File: config.mk
export PLATFORM = sky130hd
export DESIGN_NAME = relogio_ajuste_ctrl_flat
export DESIGN_NICKNAME = d
export VERILOG_FILES = /design/src/rtl/relogio_pkg.sv /design/src/rtl/relogio_ajuste_ctrl_if.sv /design/src/rtl/relogio_bcd_inc.sv /design/src/rtl/relogio_ajuste_ctrl.sv /design/src/flat_wrapper.sv
export SDC_FILE = /design/constraint.sdc
export NUM_CORES = 1
export LEC_CHECK = 0
export BUFFER_PORTS_ARGS = -buffer_cell sky130_fd_sc_hd__buf_4
export CAP_MARGIN = 20
export CORE_AREA = 4 4 68 70
export DETAILED_ROUTE_END_ITERATION = 8
export DIE_AREA = 0 0 72 74
export PLACE_DENSITY_LB_ADDON = 0.3
export SLEW_MARGIN = 20
export SYNTH_ARGS = -nofsm -noshare
export SYNTH_HDL_FRONTEND = slang
export SYNTH_SLANG_ARGS = --single-unit
File: constraint.sdc
create_clock -name clk -period 4.95 [get_ports clk]
set_input_delay 0.2475 -clock clk [delete_from_list [all_inputs] [get_ports clk]]
set_output_delay 0.2475 -clock clk [all_outputs]
set_load 0.01 [all_outputs]
File: src/rtl/relogio_pkg.sv
// rtl/relogio_pkg.sv - shared states, display codes and BCD limits for the clock setting controller
package relogio_pkg;

  typedef enum logic [2:0] {
    RUN,
    ALT,
    SET_H,
    SET_M,
    LOAD
  } state_t;

  localparam logic [1:0] DISP_MAIN  = 2'b00;
  localparam logic [1:0] DISP_ALT   = 2'b01;
  localparam logic [1:0] DISP_SET_H = 2'b10;
  localparam logic [1:0] DISP_SET_M = 2'b11;

  localparam logic [3:0] HOUR_MAX_T = 4'd2;
  localparam logic [3:0] HOUR_MAX_U = 4'd3;
  localparam logic [3:0] MIN_MAX_T  = 4'd5;
  localparam logic [3:0] DIGIT_MAX  = 4'd9;

endpackage

File: src/rtl/relogio_ajuste_ctrl_if.sv
// rtl/relogio_ajuste_ctrl_if.sv - panel buttons, live core time and load bus between panel/core and controller
interface relogio_ajuste_ctrl_if;

  logic       btn_mode;
  logic       btn_inc;
  logic [1:0] cur_H1;
  logic [3:0] cur_H0;
  logic [3:0] cur_M1;
  logic [3:0] cur_M0;
  logic [1:0] H_in1;
  logic [3:0] H_in0;
  logic [3:0] M_in1;
  logic [3:0] M_in0;
  logic       LD_time;
  logic [1:0] display_modo;
  logic       blink;

  modport master (
    output btn_mode, btn_inc, cur_H1, cur_H0, cur_M1, cur_M0,
    input  H_in1, H_in0, M_in1, M_in0, LD_time, display_modo, blink
  );

  modport slave (
    input  btn_mode, btn_inc, cur_H1, cur_H0, cur_M1, cur_M0,
    output H_in1, H_in0, M_in1, M_in0, LD_time, display_modo, blink
  );

endinterface

File: src/rtl/relogio_bcd_inc.sv
// rtl/relogio_bcd_inc.sv - two-digit BCD increment, wrapping at 23 (hours) or 59 (minutes)
module relogio_bcd_inc
  import relogio_pkg::*;
(
  input  logic       min_mode,
  input  logic [3:0] tens,
  input  logic [3:0] units,
  output logic [3:0] tens_nxt,
  output logic [3:0] units_nxt
);

  always_comb begin
    tens_nxt  = tens;
    units_nxt = units + 4'd1;
    if (units == DIGIT_MAX) begin
      units_nxt = 4'd0;
      tens_nxt  = tens + 4'd1;
      if (min_mode && tens == MIN_MAX_T) begin
        tens_nxt = 4'd0;
      end
    end
    if (!min_mode && tens == HOUR_MAX_T && units == HOUR_MAX_U) begin
      tens_nxt  = 4'd0;
      units_nxt = 4'd0;
    end
  end

endmodule

File: src/rtl/relogio_ajuste_ctrl.sv
// rtl/relogio_ajuste_ctrl.sv - mode/time-setting FSM driving the clock core load bus
// Optional edit-abandon timeout: RELOGIO_AJUSTE_TIMEOUT_EN.
module relogio_ajuste_ctrl
  import relogio_pkg::*;
#(
  parameter int BLINK_DIV   = 25_000_000,
  parameter int TIMEOUT_CYC = 500_000_000
) (
  input  logic                  clk,
  input  logic                  reset,
  relogio_ajuste_ctrl_if.slave  bus
);

  localparam int BW = $clog2(BLINK_DIV);

  state_t        state_q, state_d;
  logic          mode_q, inc_q;
  logic [1:0]    h1_q, h1_d;
  logic [3:0]    h0_q, h0_d, m1_q, m1_d, m0_q, m0_d;
  logic          blink_q, blink_d;
  logic [BW-1:0] bcnt_q, bcnt_d;
  logic          press_mode, press_inc_raw, press_inc;
  logic          in_edit, timeout_hit;
  logic          min_mode;
  logic [3:0]    inc_t_in, inc_u_in, inc_t, inc_u;

  assign press_mode    = bus.btn_mode & ~mode_q;
  assign press_inc_raw = bus.btn_inc & ~inc_q;
  assign press_inc     = press_inc_raw & ~press_mode;
  assign in_edit       = (state_q == SET_H) || (state_q == SET_M);

  // One incrementer serves both edit states; the state picks which pair it sees.
  assign min_mode = (state_q == SET_M);
  assign inc_t_in = min_mode ? m1_q : {2'b00, h1_q};
  assign inc_u_in = min_mode ? m0_q : h0_q;

  relogio_bcd_inc u_bcd_inc (
    .min_mode  (min_mode),
    .tens      (inc_t_in),
    .units     (inc_u_in),
    .tens_nxt  (inc_t),
    .units_nxt (inc_u)
  );

`ifdef RELOGIO_AJUSTE_TIMEOUT_EN
  localparam int TW = $clog2(TIMEOUT_CYC);
  logic [TW-1:0] idle_q;
  logic          any_press;

  assign any_press   = press_mode | press_inc_raw;
  assign timeout_hit = in_edit && !any_press && (idle_q == TW'(TIMEOUT_CYC - 1));

  always_ff @(posedge clk) begin
    if (reset) begin
      idle_q <= '0;
    end else if (in_edit && !any_press) begin
      idle_q <= idle_q + 1'b1;
    end else begin
      idle_q <= '0;
    end
  end
`else
  assign timeout_hit = 1'b0;
`endif

  always_ff @(posedge clk) begin
    if (reset) begin
      state_q <= RUN;
      mode_q  <= 1'b1;
      inc_q   <= 1'b1;
      h1_q    <= '0;
      h0_q    <= '0;
      m1_q    <= '0;
      m0_q    <= '0;
      blink_q <= 1'b0;
      bcnt_q  <= '0;
    end else begin
      state_q <= state_d;
      mode_q  <= bus.btn_mode;
      inc_q   <= bus.btn_inc;
      h1_q    <= h1_d;
      h0_q    <= h0_d;
      m1_q    <= m1_d;
      m0_q    <= m0_d;
      blink_q <= blink_d;
      bcnt_q  <= bcnt_d;
    end
  end

  always_comb begin
    state_d = state_q;
    h1_d    = h1_q;
    h0_d    = h0_q;
    m1_d    = m1_q;
    m0_d    = m0_q;
    bcnt_d  = '0;
    blink_d = 1'b0;

    case (state_q)
      RUN: begin
        if (press_mode) state_d = ALT;
      end
      ALT: begin
        if (press_mode) begin
          state_d = SET_H;
          h1_d    = bus.cur_H1;
          h0_d    = bus.cur_H0;
          m1_d    = bus.cur_M1;
          m0_d    = bus.cur_M0;
        end
      end
      SET_H: begin
        if (press_mode) begin
          state_d = SET_M;
        end else if (timeout_hit) begin
          state_d = RUN;
        end else if (press_inc) begin
          h1_d = inc_t[1:0];
          h0_d = inc_u;
        end
      end
      SET_M: begin
        if (press_mode) begin
          state_d = LOAD;
        end else if (timeout_hit) begin
          state_d = RUN;
        end else if (press_inc) begin
          m1_d = inc_t;
          m0_d = inc_u;
        end
      end
      LOAD:    state_d = RUN;
      default: state_d = RUN;
    endcase

    // Blink runs only while staying in an edit state; an inc press restarts it dark.
    if (in_edit && state_d == state_q && !press_inc) begin
      if (bcnt_q == BW'(BLINK_DIV - 1)) begin
        blink_d = ~blink_q;
      end else begin
        bcnt_d  = bcnt_q + 1'b1;
        blink_d = blink_q;
      end
    end
  end

  always_comb begin
    bus.display_modo = DISP_MAIN;
    case (state_q)
      ALT:     bus.display_modo = DISP_ALT;
      SET_H:   bus.display_modo = DISP_SET_H;
      SET_M:   bus.display_modo = DISP_SET_M;
      default: bus.display_modo = DISP_MAIN;
    endcase
  end

  assign bus.LD_time = (state_q == LOAD);
  assign bus.blink   = blink_q;
  assign bus.H_in1   = h1_q;
  assign bus.H_in0   = h0_q;
  assign bus.M_in1   = m1_q;
  assign bus.M_in0   = m0_q;

endmodule

File: src/flat_wrapper.sv
// flat-port wrapper written by rule: the top's interface ports become plain ports
module relogio_ajuste_ctrl_flat import relogio_pkg::*;
#(
  parameter int BLINK_DIV   = 25_000_000,
  parameter int TIMEOUT_CYC = 500_000_000
)
  (clk, reset, bus_btn_mode, bus_btn_inc, bus_cur_H1, bus_cur_H0, bus_cur_M1, bus_cur_M0, bus_H_in1, bus_H_in0, bus_M_in1, bus_M_in0, bus_LD_time, bus_display_modo, bus_blink);
  relogio_ajuste_ctrl_if bus_i ();
  input  logic clk;
  input  logic reset;
  input wire logic [$bits(bus_i.btn_mode)-1:0] bus_btn_mode;
  input wire logic [$bits(bus_i.btn_inc)-1:0] bus_btn_inc;
  input wire logic [$bits(bus_i.cur_H1)-1:0] bus_cur_H1;
  input wire logic [$bits(bus_i.cur_H0)-1:0] bus_cur_H0;
  input wire logic [$bits(bus_i.cur_M1)-1:0] bus_cur_M1;
  input wire logic [$bits(bus_i.cur_M0)-1:0] bus_cur_M0;
  output wire logic [$bits(bus_i.H_in1)-1:0] bus_H_in1;
  output wire logic [$bits(bus_i.H_in0)-1:0] bus_H_in0;
  output wire logic [$bits(bus_i.M_in1)-1:0] bus_M_in1;
  output wire logic [$bits(bus_i.M_in0)-1:0] bus_M_in0;
  output wire logic [$bits(bus_i.LD_time)-1:0] bus_LD_time;
  output wire logic [$bits(bus_i.display_modo)-1:0] bus_display_modo;
  output wire logic [$bits(bus_i.blink)-1:0] bus_blink;
  assign bus_i.btn_mode = bus_btn_mode;
  assign bus_i.btn_inc = bus_btn_inc;
  assign bus_i.cur_H1 = bus_cur_H1;
  assign bus_i.cur_H0 = bus_cur_H0;
  assign bus_i.cur_M1 = bus_cur_M1;
  assign bus_i.cur_M0 = bus_cur_M0;
  assign bus_H_in1 = bus_i.H_in1;
  assign bus_H_in0 = bus_i.H_in0;
  assign bus_M_in1 = bus_i.M_in1;
  assign bus_M_in0 = bus_i.M_in0;
  assign bus_LD_time = bus_i.LD_time;
  assign bus_display_modo = bus_i.display_modo;
  assign bus_blink = bus_i.blink;
  relogio_ajuste_ctrl #(.BLINK_DIV(BLINK_DIV), .TIMEOUT_CYC(TIMEOUT_CYC)) u_core (.clk(clk), .reset(reset), .bus(bus_i));
endmodule
## After elaboration in Yosys (flattened, before gate mapping)

Index checks and enable logic that the tools add are counted.

- Flip-flop bits (word level): 45
- Input port bits: 18
- Output and inout bits: 18
- Logic and storage cells: 77

- Add/subtract/negate cells: 3
- Equality and inequality tests: 15
- Multiplexer cells: 27
- Bitwise operators: 8
- Reduce and logical (&&, ||, !) cells: 15

Operators with widths:

| kind | number |
|---|---|
| $mux W4 | 14 |
| $add A25 B1 Y25 const B | 1 |
| $eq A25 B25 Y1 const B | 1 |
| $pmux W4 S2 | 3 |
| $mux W3 | 4 |
| $pmux W3 S4 | 1 |
| $add A4 B1 Y4 const B | 2 |
| $eq A4 B2 Y1 const B | 2 |
| $reduce_and A4 Y1 | 2 |
| $eq A3 B2 Y1 const B | 2 |
| $mux W2 | 3 |
| $ne A2 B1 Y1 const B | 3 |
| $pmux W2 S3 | 1 |
| $logic_and A1 B1 Y1 | 5 |
| $not A1 Y1 | 5 |
| $eq A4 B3 Y1 const B | 1 |
| $eq A4 B4 Y1 const B | 1 |
| $ne A2 B2 Y1 const B | 2 |
| $pmux W2 S2 | 1 |
| $reduce_bool A2 Y1 | 2 |
| $and A1 B1 Y1 | 3 |
| $eq A3 B1 Y1 const B | 1 |
| $eq A3 B3 Y1 | 1 |
| $eq A3 B3 Y1 const B | 1 |
| other kinds (5) | 6 |

## Longest topological paths before layout

- Depth after elaboration: 10
- Gate-level depth with buffers: 11
- Mapped depth without buffers: 9

## By module

From an unflattened synthesis, not the netlist that was laid out.

- Cell total of the unflattened synthesis: 282
- Area total of the unflattened synthesis: 2371.0 um^2

Modules (own cells, without submodules):

| module | instances | cells each | area an instance (um^2) | sequential area each (um^2) |
|---|---|---|---|---|
| relogio_ajuste_ctrl | 1 | 247 | 2119.5 | 900.9 |
| relogio_bcd_inc | 1 | 35 | 251.5 | 0.0 |

## Worst setup path before layout

Ideal clock, no wire load.

- Kind: reg2reg
- Start point: reg u_core.state_q[2]
- End point: reg u_core.m1_q[1] (netlist: u_core.bus.M_in1[1])
- Library setup time: 0.100 ns
- Data arrival time: 2.164 ns
- Required time: 4.850 ns
- Path slack: 2.687 ns
- Cell stages (with the launch flop): 12
- Buffers on the path: 2
- Clock period less this slack: 2.263 ns
- Path through: dfxtp_1 -> buf_6 -> and3b_1 -> clkbuf_2 -> mux2i_1 -> inv_1 -> ha_1 -> nand2_1 -> nor3_1 -> or3_1 -> and2_4 -> a2111oi_4

- Longest elaborated chain between the ends: 10
- Elaborated cells between the ends (all ways): 24
- Classes of those cells: 1 x add/sub; 9 x eq/ne; 8 x mux; 6 x reduce/logical

RTL lines:

| element | RTL line | RTL |
|---|---|---|
| start, declared | relogio_ajuste_ctrl.sv:16 | `state_t state_q, state_d;` |
| start signal, assigned | relogio_ajuste_ctrl.sv:78 | `state_q <= state_d;` |
| branches (longest 10 deep; another with $add A4 B1 Y4) | -- |  |
| end signal, assigned | relogio_ajuste_ctrl.sv:83 | `m1_q <= m1_d;` |
| end, declared | relogio_ajuste_ctrl.sv:19 | `logic [3:0] h0_q, h0_d, m1_q, m1_d, m0_q, m0_d;` |

Parallel ways; which one is timed is not known. The select of a mux whose other input is x is not followed.
A chain may end at the register's enable or synchronous reset.

## Worst setup path after layout

- Start point: reg u_core.state_q[1]
- End point: reg u_core.m1_q[1] (netlist: u_core.bus.M_in1[1])

Same word-level chain as after synthesis.

==> metrics.yaml <==
run_status:
  run_status: "finished clean"
global_route:
  grt_pass1_wl_um: 8160
  antenna_found_initial: 0
  grt_max_degree: 25
  track_usage_pct: 19.4
  grt_remaining_overflow: 0
  grt_pass1_vias: 1792
final_layout:
  nNetsFinal: 328
  drive_gt1_share_pct: 19.9
  layout_common_cells: "dfxtp_1 (45), nor2_1 (40), buf_4 (35), nand2_1 (26), xor2_1 (21)"
  final_common_cell: "dfxtp_1"
  finalNonFillerCells: 357
  antenna_cells: 0
  area_delta_synth_final_pct: 13.0
  stdcell_area_um2: 2700
synthesis:
  synth-compound-area-share_pct: 10.4
  synth_edf_count: 0
  synthFlopType: "dfxtp_1"
  synth_nets: 299
  yosys.area_share.simple_pct: 31.5
  synth-async-reset-ratio_pct: 0
  synthAdderAreaFrac_pct: 2.09
  synth-xor-area-share_pct: 11.0
  synth-warning-count: 0
  yosysSeqAreaShare_pct: 37.7
  synth_area_per_cell_um2: 8.64
  synth_top_family_by_area: "simple AND/OR/NAND/NOR gates"
  synthMuxAreaShare_pct: 1.88
  synth_cell_types: 55
  synthCells: 277
  synth-seq-cells: 45
  syn_area_um2: 2390
floorplan:
  die-area_um2: 5330
  core_area_um2: 3970
  io_pins: 36
  die_h_um: 74
  initial_core_util_pct: 60.2
  die_w_um: 72
  rows: 23
cts:
  cts_tree: "built"
  clk_latency_ns: 0.30
  clk_path_buf_depth: 2
  htreeDepth: 2
  cts.sink_count: 45
  ctsRootBufferMaster: "clkbuf_8"
  post_cts_buffers: 0
  hold_buffers: 0
  post_cts_resized: 0
  clkSlewWorstSetupHoldPaths_ns: 0.09
  numCtsBuffers: 5
placed_design:
  placed_area_um2: 2610
  hpwl_um: 3680
  routabilityCongestion: 0.874
  place_ws_ns: 2.44
  port_buffers: 35
  dp.cells: 349
worst_setup_path:
  crit_slowest_cell: "dfxtp_1"
  required_ns: 5.16
  critPathArrivalTime_ns: 2.76
  cpPeakStageDelay_ns: 0.51
  path_delay_family: "simple AND/OR/NAND/NOR gates"
  cp_max_fo: 8
  crit_type: "reg2reg"
  worst_setup_path_end_kind: "flip-flop"
  worstPathCellList: "and3b_1 -> mux2i_1 -> inv_1 -> ha_1 -> nand2_1 -> nor3_1 -> or3_1 -> and2_4 -> a2111oi_4"
  critPathLaunchType: "flip-flop"
  crit_buf_inv: 1
detailed_routing:
  firstDrtPassIters: 4
  drt_wl_total_um: 5000
  detail_route.vias_per_cell: 5.69
  antenna_left: 0
  drc_errors: 0
  drt-initial-drc-count: 121
  wl_per_cell_um: 14.0
  dr_total_vias: 2033
sta:
  hold_violations: 0
  fin_setup_tns_ns: 0
  max_freq_ghz: 0.392
  slew_violations: 0
  max_slew.worst_pin.slew_ns: 0.783
  final-setup-viol-count: 0
  fin_crit_sh_pct: 51.6
  setup_ws_ns: 2.40
  period_needed_ns: 2.55
  rsz0062_at_grt: "no"
  slew-limit-headroom_pct: 47.8
  fin_worst_skew_ns: 0.00273
power_and_ir_drop:
  leakage_nw: 0.987
  p_per_area_nw_per_um2: 234
  ir_drop_v: 0.000165
  fin_total_pwr_w: 0.000632
hold_path:
  hold_class: "in2reg"
job:
  cap_violations: 0
[power breakdown]
group	total [W]	leakage (nW)	internal, W	switching (W)
Combinational	0.0000310	0.579	0.0000171	0.0000139
Sequential	0.000369	0.363	0.000365	0.00000397
Clock	0.000233	0.0445	0.000100	0.000133
Total	0.000632	0.987	0.000482	0.000150
[state kept, by name, indices dropped and copies added (netlist names)]
signal            cells
u_core.bcnt_q        25
u_core.bus.H_in0      4
u_core.bus.H_in1      2
u_core.bus.M_in0      4
u_core.bus.M_in1      4
u_core.bus.blink      1
u_core.inc_q          1
u_core.mode_q         1
u_core.state_q        3
[path summary, 6_finish.rpt]
| kind | start | end | slack, ns | depth (start not counted) |
|---|---|---|---|---|
| setup reg to reg | u_core.state_q[1] | u_core.bus.M_in1[1] | 2.40 | 9 |
| hold / removal | bus_btn_inc | u_core.inc_q | 0.13 | 2 |
| hold reg to reg | u_core.bcnt_q[0] | u_core.bcnt_q[0] | 0.49 | 1 |
| setup / recovery | u_core.state_q[1] | u_core.bus.M_in1[1] | 2.40 | 9 |
[cell families after synthesis]
family          count (synthesis)
mux                             4
flops                          45
simple gates                  139
compound gates                 35
buf+inv                        20
xor+xnor                       30
fa+ha+maj                       4
[cell usage after synthesis (4+ instances only)]
master    number  area, um^2
nand2_1       26        97.6
nor2_1        40         150
or3_1          4        25.0
nor3b_1        5        37.5
nand3_1       13        65.1
nor3_1         8        40.0
o21ai_0        6        30.0
inv_1          7        26.3
a211oi_1       5        37.5
xor2_1        21         184
dfxtp_1       45         901
xnor2_1        9        78.8
buf_6          4        45.0
a21oi_1        9        45.0
nand4_1       11        68.8
ha_1           4        50.1
[per-stage QoR]
step                      util, %  hold slack (ns)
after detailed placement     65.8            0.453
after floorplan                 -            0.354
after global routing         68.1            0.133
after CTS                    68.1            0.130
final                        68.1            0.132
after global placement       65.8            0.444
[layer usage]
metal	wire length (um)	global-route usage (%)	vias up	share of wire (%)
met1	2460	26.4	948	49
met3	245	4.73	6	4.9
li1	-	-	1028	-
met2	2230	30.1	51	45
met4	60	7.10	0	1.2
met5	0	0	-	0
[final cells by class]
type | count | area, um^2
Multi-Input combinational cell | 212 | 1360
Timing Repair Buffer | 35 | 263
Tap cell | 50 | 62.6
Clock inverter | 3 | 21.3
Inverter | 7 | 26.3
Sequential cell | 45 | 901
Fill cell | 331 | 1270
Clock buffer | 5 | 68.8
Note: power is estimated with default switching activity, not from simulation.
